`src/rtl/step_controller.sv`:
```
// step_controller: turns the slow-clock divider output, a run/step switch and
// a bouncy step pushbutton into single-cycle clock-enable pulses for the core.
// It honours the core's halt event and counts every enable pulse issued.
// Optional feature macro: STEP_AUTOREPEAT_EN (a held button auto-repeats steps).
module step_controller #(
  parameter int DEBOUNCE_CYCLES = 1_000_000,
  parameter int CNT_W           = 16,
  parameter int REPEAT_CYCLES   = 50_000_000
) (
  input  logic             clk_in,
  input  logic             rst_n,
  input  logic             slow_clk,
  input  logic             run_sw,
  input  logic             step_btn,
  input  logic             halt,
  output logic             cpu_en,
  output logic             halted,
  output logic [1:0]       mode,
  output logic [CNT_W-1:0] step_count
);

  typedef enum logic [1:0] {
    S_IDLE   = 2'd0,
    S_RUN    = 2'd1,
    S_STEP   = 2'd2,
    S_HALTED = 2'd3
  } state_t;

  localparam int              DB_W   = $clog2(DEBOUNCE_CYCLES + 1);
  localparam logic [DB_W-1:0] DB_MAX = DB_W'(DEBOUNCE_CYCLES - 1);

  logic            r_run_s1, r_run_s2;
  logic            r_btn_s1, r_btn_s2;
  logic            r_slow, r_slow_prev;
  logic [DB_W-1:0] r_db_cnt;
  logic            r_btn_db;
  logic            r_press;
  logic            r_run_pulse;
  logic [CNT_W-1:0] r_step_count;
  state_t          r_state;
  state_t          w_next_state;
  logic            w_slow_rise;
  logic            w_rep_fire;

  assign w_slow_rise = r_slow & ~r_slow_prev;

  // Two-flop synchronizers for the raw switch and button; slow_clk registered plus its history flop
  always_ff @(posedge clk_in or negedge rst_n) begin
    if (!rst_n) begin
      r_run_s1    <= 1'b0;
      r_run_s2    <= 1'b0;
      r_btn_s1    <= 1'b0;
      r_btn_s2    <= 1'b0;
      r_slow      <= 1'b0;
      r_slow_prev <= 1'b0;
    end else begin
      r_run_s1    <= run_sw;
      r_run_s2    <= r_run_s1;
      r_btn_s1    <= step_btn;
      r_btn_s2    <= r_btn_s1;
      r_slow      <= slow_clk;
      r_slow_prev <= r_slow;
    end
  end

  // Debounce: adopt the synced level after DEBOUNCE_CYCLES consecutive differing cycles; flag rising adoptions as a press
  always_ff @(posedge clk_in or negedge rst_n) begin
    if (!rst_n) begin
      r_db_cnt <= '0;
      r_btn_db <= 1'b0;
      r_press  <= 1'b0;
    end else begin
      r_press <= 1'b0;
      if (r_btn_s2 != r_btn_db) begin
        if (r_db_cnt == DB_MAX) begin
          r_btn_db <= r_btn_s2;
          r_db_cnt <= '0;
          r_press  <= r_btn_s2;
        end else begin
          r_db_cnt <= r_db_cnt + 1'b1;
        end
      end else begin
        r_db_cnt <= '0;
      end
    end
  end

`ifdef STEP_AUTOREPEAT_EN
  localparam int              RP_W   = $clog2(REPEAT_CYCLES + 1);
  localparam logic [RP_W-1:0] RP_MAX = RP_W'(REPEAT_CYCLES - 1);

  logic [RP_W-1:0] r_rep_cnt;
  logic            w_rep_arm;

  // The repeat timer only runs while idling in manual mode with the button held and nothing else happening
  assign w_rep_arm  = (r_state == S_IDLE) && !r_run_s2 && r_btn_db && !r_press && !halt;
  assign w_rep_fire = w_rep_arm && (r_rep_cnt == RP_MAX);

  // Repeat timer: restarts on every fire and whenever it is disarmed
  always_ff @(posedge clk_in or negedge rst_n) begin
    if (!rst_n) begin
      r_rep_cnt <= '0;
    end else if (!w_rep_arm || w_rep_fire) begin
      r_rep_cnt <= '0;
    end else begin
      r_rep_cnt <= r_rep_cnt + 1'b1;
    end
  end
`else
  assign w_rep_fire = 1'b0;
`endif

  // FSM state register
  always_ff @(posedge clk_in or negedge rst_n) begin
    if (!rst_n) begin
      r_state <= S_IDLE;
    end else begin
      r_state <= w_next_state;
    end
  end

  // Next-state logic; halt overrides every other request
  always_comb begin
    w_next_state = r_state;
    if (halt && (r_state != S_HALTED)) begin
      w_next_state = S_HALTED;
    end else begin
      case (r_state)
        S_IDLE: begin
          if (r_run_s2)                   w_next_state = S_RUN;
          else if (r_press || w_rep_fire) w_next_state = S_STEP;
        end
        S_STEP:   w_next_state = S_IDLE;
        S_RUN:    if (!r_run_s2) w_next_state = S_IDLE;
        S_HALTED: if (r_press && !r_run_s2) w_next_state = S_IDLE;
        default:  w_next_state = S_IDLE;
      endcase
    end
  end

  // Free-run pulse is a registered copy of slow_rise, suppressed by halt or by leaving RUN
  always_ff @(posedge clk_in or negedge rst_n) begin
    if (!rst_n) begin
      r_run_pulse <= 1'b0;
    end else begin
      r_run_pulse <= (r_state == S_RUN) && r_run_s2 && w_slow_rise && !halt;
    end
  end

  // Pulse counter, wraps silently
  always_ff @(posedge clk_in or negedge rst_n) begin
    if (!rst_n) begin
      r_step_count <= '0;
    end else if (cpu_en) begin
      r_step_count <= r_step_count + 1'b1;
    end
  end

  // Output decode from the current state
  always_comb begin
    cpu_en     = (r_state == S_STEP) || r_run_pulse;
    halted     = (r_state == S_HALTED);
    mode       = r_state;
    step_count = r_step_count;
  end

endmodule

```
`config.mk`:
```
export PLATFORM = sky130hd
export DESIGN_NAME = step_controller
export DESIGN_NICKNAME = d
export VERILOG_FILES = /design/src/rtl/step_controller.sv
export SDC_FILE = /design/constraint.sdc
export NUM_CORES = 1
export LEC_CHECK = 0
export BUFFER_PORTS_ARGS = -buffer_cell sky130_fd_sc_hd__buf_2
export CORE_MARGIN = 2
export CORE_UTILIZATION = 55
export DETAILED_ROUTE_END_ITERATION = 10
export PLACE_DENSITY = 0.76
export SKIP_LAST_GASP = 1
export SLEW_MARGIN = 20
export SYNTH_ARGS = -nofsm -noshare
export SYNTH_HDL_FRONTEND = slang
export SYNTH_SLANG_ARGS = --single-unit
```
`constraint.sdc`:
```
create_clock -name clk_in -period 4.4 [get_ports clk_in]
set_input_delay 1.32 -clock clk_in [delete_from_list [all_inputs] [get_ports clk_in]]
set_output_delay 1.32 -clock clk_in [all_outputs]
set_load 0.01 [all_outputs]
```
# Yosys cells after proc, flatten, opt, wreduce, memory -nomap -nowiden

Index checks and enable logic that the tools add are counted.
Widths: inputs -> output; s select.

Flip-flop bits (word level): 47
Input port bits: 6
Output and inout port bits: 20
Word-level logic and storage cells: 46

Add/subtract/negate cells: 2
Equal/unequal tests: 9
Mux-type cells: 10
Bitwise gates (word level): 2
Reductions and logical operators: 11

Operators with widths:

| kind                  | count |
|---|---|
| $mux 20               | 2 |
| $add 20x1->20 const B | 1 |
| $eq 20x20->1 const B  | 1 |
| $add 16x1->16 const B | 1 |
| $mux 2                | 5 |
| $pmux 2 s4            | 1 |
| $logic_and 1x1->1     | 5 |
| $eq 2x2->1 const B    | 2 |
| $ne 4x4->1 const B    | 1 |
| $ne 3x1->1 const B    | 1 |
| $ne 3x3->1 const B    | 1 |
| $reduce_and 3->1      | 1 |
| $eq 2x1->1 const B    | 1 |
| $logic_not 1->1       | 2 |
| $logic_not 2->1       | 1 |
| $mux 1                | 2 |
| $ne 2x2->1 const B    | 1 |
| $reduce_and 2->1      | 1 |
| $and 1x1->1           | 1 |
| $logic_or 1x1->1      | 1 |
| $ne 1x1->1            | 1 |
| $not 1->1             | 1 |

# Depth between registers and ports, before layout

Gate-level depths: netlist of the first run.

Depth in word-level cells: 5
Depth in mapped cells: 6
Mapped depth without buffers: 5

# Least setup slack after synthesis of the first run

No wires, ideal clock.

Path kind: reg-to-output
Start: reg r_state[1], in the netlist mode[1]
End: out cpu_en
Data arrival time: 1.080 ns
Required time: 3.080 ns
Slack: 2.000 ns
Stages on the path, launching flop included: 4
Path buffers: 0
Cells stage by stage: dfrtp_1 -> nor2b_1 -> nor2_1 -> inv_1

Cells in the longest elaborated chain, start to end: 2

RTL lines:

| element                  | RTL line | source |
|---|---|---|
| start: declaration       | 40       | `state_t r_state;` |
| start signal: assignment | 118      | `r_state <= w_next_state;` |
| $eq 2x2->1               | 161      | `cpu_en = (r_state == S_STEP) \|\| r_run_pulse;` |
| $logic_or 1x1->1         | 161      |  |
| end: declaration         | 16       | `output logic cpu_en,` |

No other way between the ends.

# Worst setup path after layout of the first run

Same ends and word-level chain as after synthesis.

==> out/metrics.cfg, run 1 <==
[place]
hpwl_um = 2550
place.gp.congestion = 0.808
port_buffers = 25

[clock_network]
clock-sinks = 47
worstSkewPairLatency_ns = 0.29
cts_buffers = 5
path_clk_slew_ns = 0.08
clock-root-buffer = clkbuf_8
cts_resized = 0
cts_buffer_depth = 2
cts_max_level = 2
ctsHoldBuffers = 0
tritoncts = yes
postCtsSetupBuffers = 0

[drt]
viasPerCell = 5.41
routedWlPerCell_um = 13.0
drc_errors = 0
ant_nets = 0
initialDrtViolationCount = 47
detail_route.first_pass.iterations = 4
wl_um = 3580
dr_total_vias = 1494

[global_route]
grt_max_degree = 48
grt_pass1_wl_um = 6200
grt_pass1_vias = 1444
grt_antenna_before_repair = 0
overflow = 0
grt_usage_pct = 18.5

[sta]
fin_crit_ns = 2.97
finalSetupTns_ns = 0
rsz0062_at_grt = false
timing.slew.headroom_pct = 57.6
report.final.slew_viol_count = 0
timing_hold_violations_final = 0
max_freq_ghz = 0.337
period_share_pct = 67.5
worstMarginPinSlew_ns = 0.635
clock_skew_ns = 0.00423
setup-violations-final = 0

[critical_path]
critPathKind = flop to output pin
reg2reg_slack_ns = 2.29
cp-start-kind = flop
r2r_start = r_db_cnt[0]$_DFF_PN0_
crit_path_end_kind = output pin
slowest_delay_ns = 0.44
r2r_cells = 6
crit_slowest_cell = dfrtp_1
arrival_ns = 1.65
reg2reg_to = r_db_cnt[10]$_DFF_PN0_
cp_cell_sequence = nor2b_1 > nor2_1 > inv_1 > buf_2
worstPathRequired_ns = 3.08
cp_max_fo = 8

[cells_and_area]
final.fill_count = 294
n_antenna_cell = 0
regMostFlops = r_db_cnt
largest_reg_flops = 20
area_delta_synth_final_pct = 13.1
drive_above_1_share_pct = 18.4
num-nets-final = 235
final_core_util_pct = 65.1

[synthesis]
synth_xor_area_share_pct = 12.5
syn_avg_cell_area_um2 = 10.8
syn-instance-count = 196
synth_top_family_by_area = simple AND/OR/NAND/NOR gates
ys_warn_count = 0
synthSimpleGateAreaFrac_pct = 23.6
syn_nets = 204
syn_area_um2 = 2110
synth_compound_area_share_pct = 4.04
synth-seq-cells = 47
synth-seq-area-share_pct = 55.8
synthMuxAreaShare_pct = 0.534
synth_adder_area_share_pct = 1.19
synthDistinctLibCells = 34

[floorplanning]
pin_count = 26
fp.dieH_um = 65.9
rows = 22
dieArea_um2 = 4340
start_util_pct = 57.6
die_width_um = 65.9
core_um2 = 3660

[worst_hold_path]
hold_path_class = flop to flop
hold_start = r_run_s1$_DFF_PN0_
whs_path_depth = 0
min_to = r_run_s2$_DFF_PN0_

[run_status]
status = complete, no violations

[flow_run]
maxCapViolations = 0

[pwr]
powerDensity_nw_per_um2 = 384
ir_drop_mv = 0.190
p_leak_nw = 1.08

-- layout make-up --
cell class,instances,area [um^2],share of cell area (%)
clock inverter,2,12.5,0.525
multi-input combinational,136,886,37.2
sequential,47,1180,49.3
inverter,11,41.3,1.73
timing repair buffer,26,135,5.67
tap,48,60.1,2.52
clock buffer,6,72.6,3.04
-- layer usage --
metal,global-route usage (%),share of wire [%]
met4,4.43,0.59
met5,0,0
met3,5.11,3.3
met1,22.7,45
met2,32.2,51
-- worst max-delay path by stage --
stage / startpoint / endpoint / slack (ns) / cells after the start
after floorplan: mode[1]$_DFFE_PN0P_ / cpu_en / 2.00 / 3
after global placement: mode[1]$_DFFE_PN0P_ / cpu_en / 1.80 / 4
after detailed placement: mode[1]$_DFFE_PN0P_ / cpu_en / 1.78 / 4
after CTS: mode[1]$_DFFE_PN0P_ / cpu_en / 1.41 / 4
after global routing: mode[1]$_DFFE_PN0P_ / cpu_en / 1.31 / 4
final: mode[1]$_DFFE_PN0P_ / cpu_en / 1.43 / 4
-- synthesized netlist by cell type, drive strengths merged --
cell type	n	area, um^2
nor2	20	75.1
nand3	10	50.1
xnor2	19	166
a21oi	6	37.5
nor4	8	50.1
o2111ai	1	8.76
xor2	11	96.3
inv	11	41.3
nand2	17	63.8
and3	2	12.5
or4b	2	20.0
nand4bb	2	22.5
nor3	10	50.1
mux2	1	11.3
o21a	1	7.51
or2	1	6.26
o31ai	1	7.51
or3	2	12.5
o221ai	1	8.76
nand4	6	52.6
nor2b	3	18.8
o21ai	3	15.0
and3b	1	8.76
ha	2	25.0
or4	3	27.5
dfrtp	47	1180
nor4b	2	17.5
and4	1	8.76
buf	2	10.0
-- worst max-delay path, delay by kind of cell (launching register included) --
family / cells / cell delay, ns
buf+inv: 2 / 0.35
flops: 1 / 0.44
simple gates: 2 / 0.57
-- kinds of logic (layout without fill, tap and decap cells) --
| group | after synthesis | count (layout) |
|---|---|---|
| AO/OA/AOI/OAI | 13 | 13 |
| XOR/XNOR | 30 | 30 |
| adder cells (fa/ha/maj) | 2 | 2 |
| buffers and inverters | 13 | 45 |
| flip-flops | 47 | 47 |
| multiplexers | 1 | 1 |
| AND/OR/NAND/NOR | 90 | 90 |
-- where the power goes --
group          total, W  switching, W  internal, W
clock network  0.000246      0.000135     0.000111
registers      0.000507     0.0000407     0.000466
logic          0.000162     0.0000948    0.0000669
total          0.000915      0.000271     0.000644
-- metrics by stage --
stage	hold slack, ns	total power, W	setup WS, ns	cells	cell area (um^2)
2_1_floorplan	0.331	0.000606	2.00	196	2110
3_3_place_gp	0.332	0.000674	1.80	268	2300
3_5_place_dp	0.340	0.000679	1.78	268	2300
4_1_cts	0.359	0.000929	1.41	276	2380
5_1_grt	0.363	0.000976	1.31	276	2380
6_report	0.356	0.000915	1.43	276	2380
-- cells in the final DEF (no fill, tap or decap), types with 3 or more instances in the layout --
cell,Yosys,routed
nor3_1,10,10
nand3_1,10,10
clkbuf_8,0,5
nor4_1,8,8
inv_1,11,11
buf_2,2,24
xnor2_1,19,19
nor2b_1,3,3
nand2_1,17,17
nand4_1,5,5
dfrtp_1,47,47
nor2_1,20,20
a21oi_1,4,4
xor2_1,11,11
o21ai_0,3,3
Note: power is estimated with default switching activity, not from simulation.
==> inputs of run 2 (changes only) <==
==> constraint.sdc (replaced) <==
create_clock -name clk_in -period 3.11 [get_ports clk_in]
set_input_delay 0.933 -clock clk_in [delete_from_list [all_inputs] [get_ports clk_in]]
set_output_delay 0.933 -clock clk_in [all_outputs]
set_load 0.01 [all_outputs]
==> out/metrics.cfg, run 2 (synthesized netlist as in run 1, its figures left out) <==
[clock_network]
cts_buffer_depth = 2  ; unchanged
postCtsSetupBuffers = 0  ; unchanged
cts_buffers = 5  ; unchanged
worstSkewPairLatency_ns = 0.30  ; about the same
clock-root-buffer = clkbuf_8
cts_max_level = 2  ; unchanged
tritoncts = yes
cts_resized = 0  ; unchanged
clock-sinks = 47  ; unchanged
ctsHoldBuffers = 0  ; unchanged
path_clk_slew_ns = 0.08  ; about the same

[sta]
clock_skew_ns = 0.00428  ; +0.0000538 ns
finalSetupTns_ns = 0  ; unchanged
timing.slew.headroom_pct = 58.7  ; +1.1 points
fin_crit_ns = 2.32
max_freq_ghz = 0.431
report.final.slew_viol_count = 0  ; unchanged
timing_hold_violations_final = 0  ; unchanged
worstMarginPinSlew_ns = 0.618  ; -0.0166 ns
setup-violations-final = 0  ; unchanged
rsz0062_at_grt = false
period_share_pct = 74.6

[global_route]
grt_pass1_wl_um = 6620  ; +6.8%
grt_pass1_vias = 1455  ; +0.76%
grt_usage_pct = 20.1  ; +1.7 points
grt_antenna_before_repair = 0  ; unchanged
overflow = 0  ; unchanged
grt_max_degree = 35  ; -27%

[critical_path]
startpoint = mode[1]$_DFFE_PN0P_
worstPathRequired_ns = 2.18  ; -0.90 ns
cp-start-kind = flop
crit_path_end_kind = output pin
cp_num_cells = 5  ; +1
cp_cell_sequence = nor2b_1 > nor2_1 > buf_4 > inv_1 > buf_2
arrival_ns = 1.39  ; -0.26 ns
path_buf_inv = 3  ; +1
slowest_delay_ns = 0.43  ; about the same
crit_path_end = cpu_en
r2r_start = r_db_cnt[0]$_DFF_PN0_
critPathKind = flop to output pin
path_delay_family = flip-flops
reg2reg_slack_ns = 1.20  ; -1.09 ns
r2r_cells = 5  ; -1
crit_slowest_cell = dfrtp_1
cp_max_fo = 8  ; unchanged
reg2reg_to = r_db_cnt[18]$_DFF_PN0_

[drt]
initialDrtViolationCount = 68  ; +45%
wl_um = 3730  ; +4.2%
dr_total_vias = 1517  ; +1.5%
viasPerCell = 5.44  ; +0.45%
routedWlPerCell_um = 13.4  ; +3.1%
detail_route.first_pass.iterations = 4  ; unchanged
ant_nets = 0  ; unchanged
drc_errors = 0  ; unchanged

[place]
place_area_um2 = 2320  ; +0.98%
placedCellCount = 271  ; +1.1%
port_buffers = 25  ; unchanged
place.gp.congestion = 0.876  ; +8.4%
hpwl_um = 2770  ; +8.5%

[run_status]
status = complete, no violations

[pwr]
pwr-share-clk_pct = 32.3  ; +5.4 points
power_switching_w = 0.000390  ; +44%
intPower_w = 0.00102  ; +59%
power.total_w = 0.00141  ; +54%
powerDensity_nw_per_um2 = 580  ; +51%
p_leak_nw = 1.11  ; +3.1%
p_comb_share_pct = 17.0  ; -0.7 points
seqPwrFrac_pct = 50.6  ; -4.8 points
ir_drop_mv = 0.322  ; +69%
switching_share_pct = 27.6  ; -2.0 points

[cells_and_area]
final.fill_count = 298  ; +1.4%
layout_common_cells = 47 x dfrtp_1, 25 x buf_2, 20 x nor2_1
area_delta_synth_final_pct = 15.5
largest_reg_flops = 20  ; unchanged
n_antenna_cell = 0  ; unchanged
num-nets-final = 238  ; +1.3%
postLayoutCellArea_um2 = 2440  ; +2.2%
final_common_cell = dfrtp_1
regMostFlops = r_db_cnt
drive_above_1_share_pct = 19.9  ; +1.5 points
final_cells = 279  ; +1.1%
final_core_util_pct = 66.5  ; +1.4 points

[floorplanning]
fp.dieH_um = 65.9  ; unchanged
start_util_pct = 57.6  ; unchanged
rows = 22  ; unchanged
pin_count = 26  ; unchanged
dieArea_um2 = 4340  ; unchanged
die_width_um = 65.9  ; unchanged
core_um2 = 3660  ; unchanged

[flow_run]
maxCapViolations = 0  ; unchanged

[worst_hold_path]
hold_path_class = flop to flop
hold_start = r_btn_s1$_DFF_PN0_

[run 2: per-layer routing]
layer	GRT usage (%)	part of all wire [%]
met1	25.0	44
met2	34.2	51
met3	5.28	4.3
met4	6.51	1.4
met5	0	0
[run 2: worst register-to-register path: cells and delay by family (launching register included)]
kind	cells	cell delay (ns)
adder cells (fa/ha/maj)	1	0.24
AND/OR/NAND/NOR	2	0.91
flip-flops	1	0.39
AO/OA/AOI/OAI	2	0.25
[run 2: area by class of cell]
| class | instances | area, um^2 | share of cell area, % |
|---|---|---|---|
| inverter | 11 | 41.3 | 1.69 |
| multi-input combinational | 136 | 886 | 36.4 |
| clock inverter | 2 | 35.0 | 1.44 |
| clock buffer | 6 | 82.6 | 3.39 |
| sequential | 47 | 1180 | 48.3 |
| timing repair buffer | 29 | 155 | 6.37 |
| tap | 48 | 60.1 | 2.47 |
[run 2: power groups by stage]
stage          combinational [W]  sequential (W)  clock [W]
3_3_place_gp            0.000237        0.000727          0
4_1_cts                 0.000245        0.000717   0.000470
6_report                0.000240        0.000716   0.000457
2_1_floorplan           0.000118        0.000740          0
5_1_grt                 0.000275        0.000726   0.000498
3_5_place_dp            0.000244        0.000729          0
[run 2: per-stage QoR]
stage          worst slack (ns)  hold WS, ns
2_1_floorplan              1.10        0.331
3_3_place_gp               1.15        0.333
3_5_place_dp               1.12        0.336
4_1_cts                   0.780        0.356
5_1_grt                   0.681        0.374
6_report                  0.788        0.353
[run 2: worst min path at each step]
stage	to	slack (ns)	cells past startpoint
detailed placement	r_btn_s2$_DFF_PN0_	0.34	0
CTS	r_btn_s2$_DFF_PN0_	0.36	0
finish	r_btn_s2$_DFF_PN0_	0.35	0
global placement	r_btn_s2$_DFF_PN0_	0.33	0
floorplan	r_btn_s2$_DFF_PN0_	0.33	0
global route	r_btn_s2$_DFF_PN0_	0.37	0
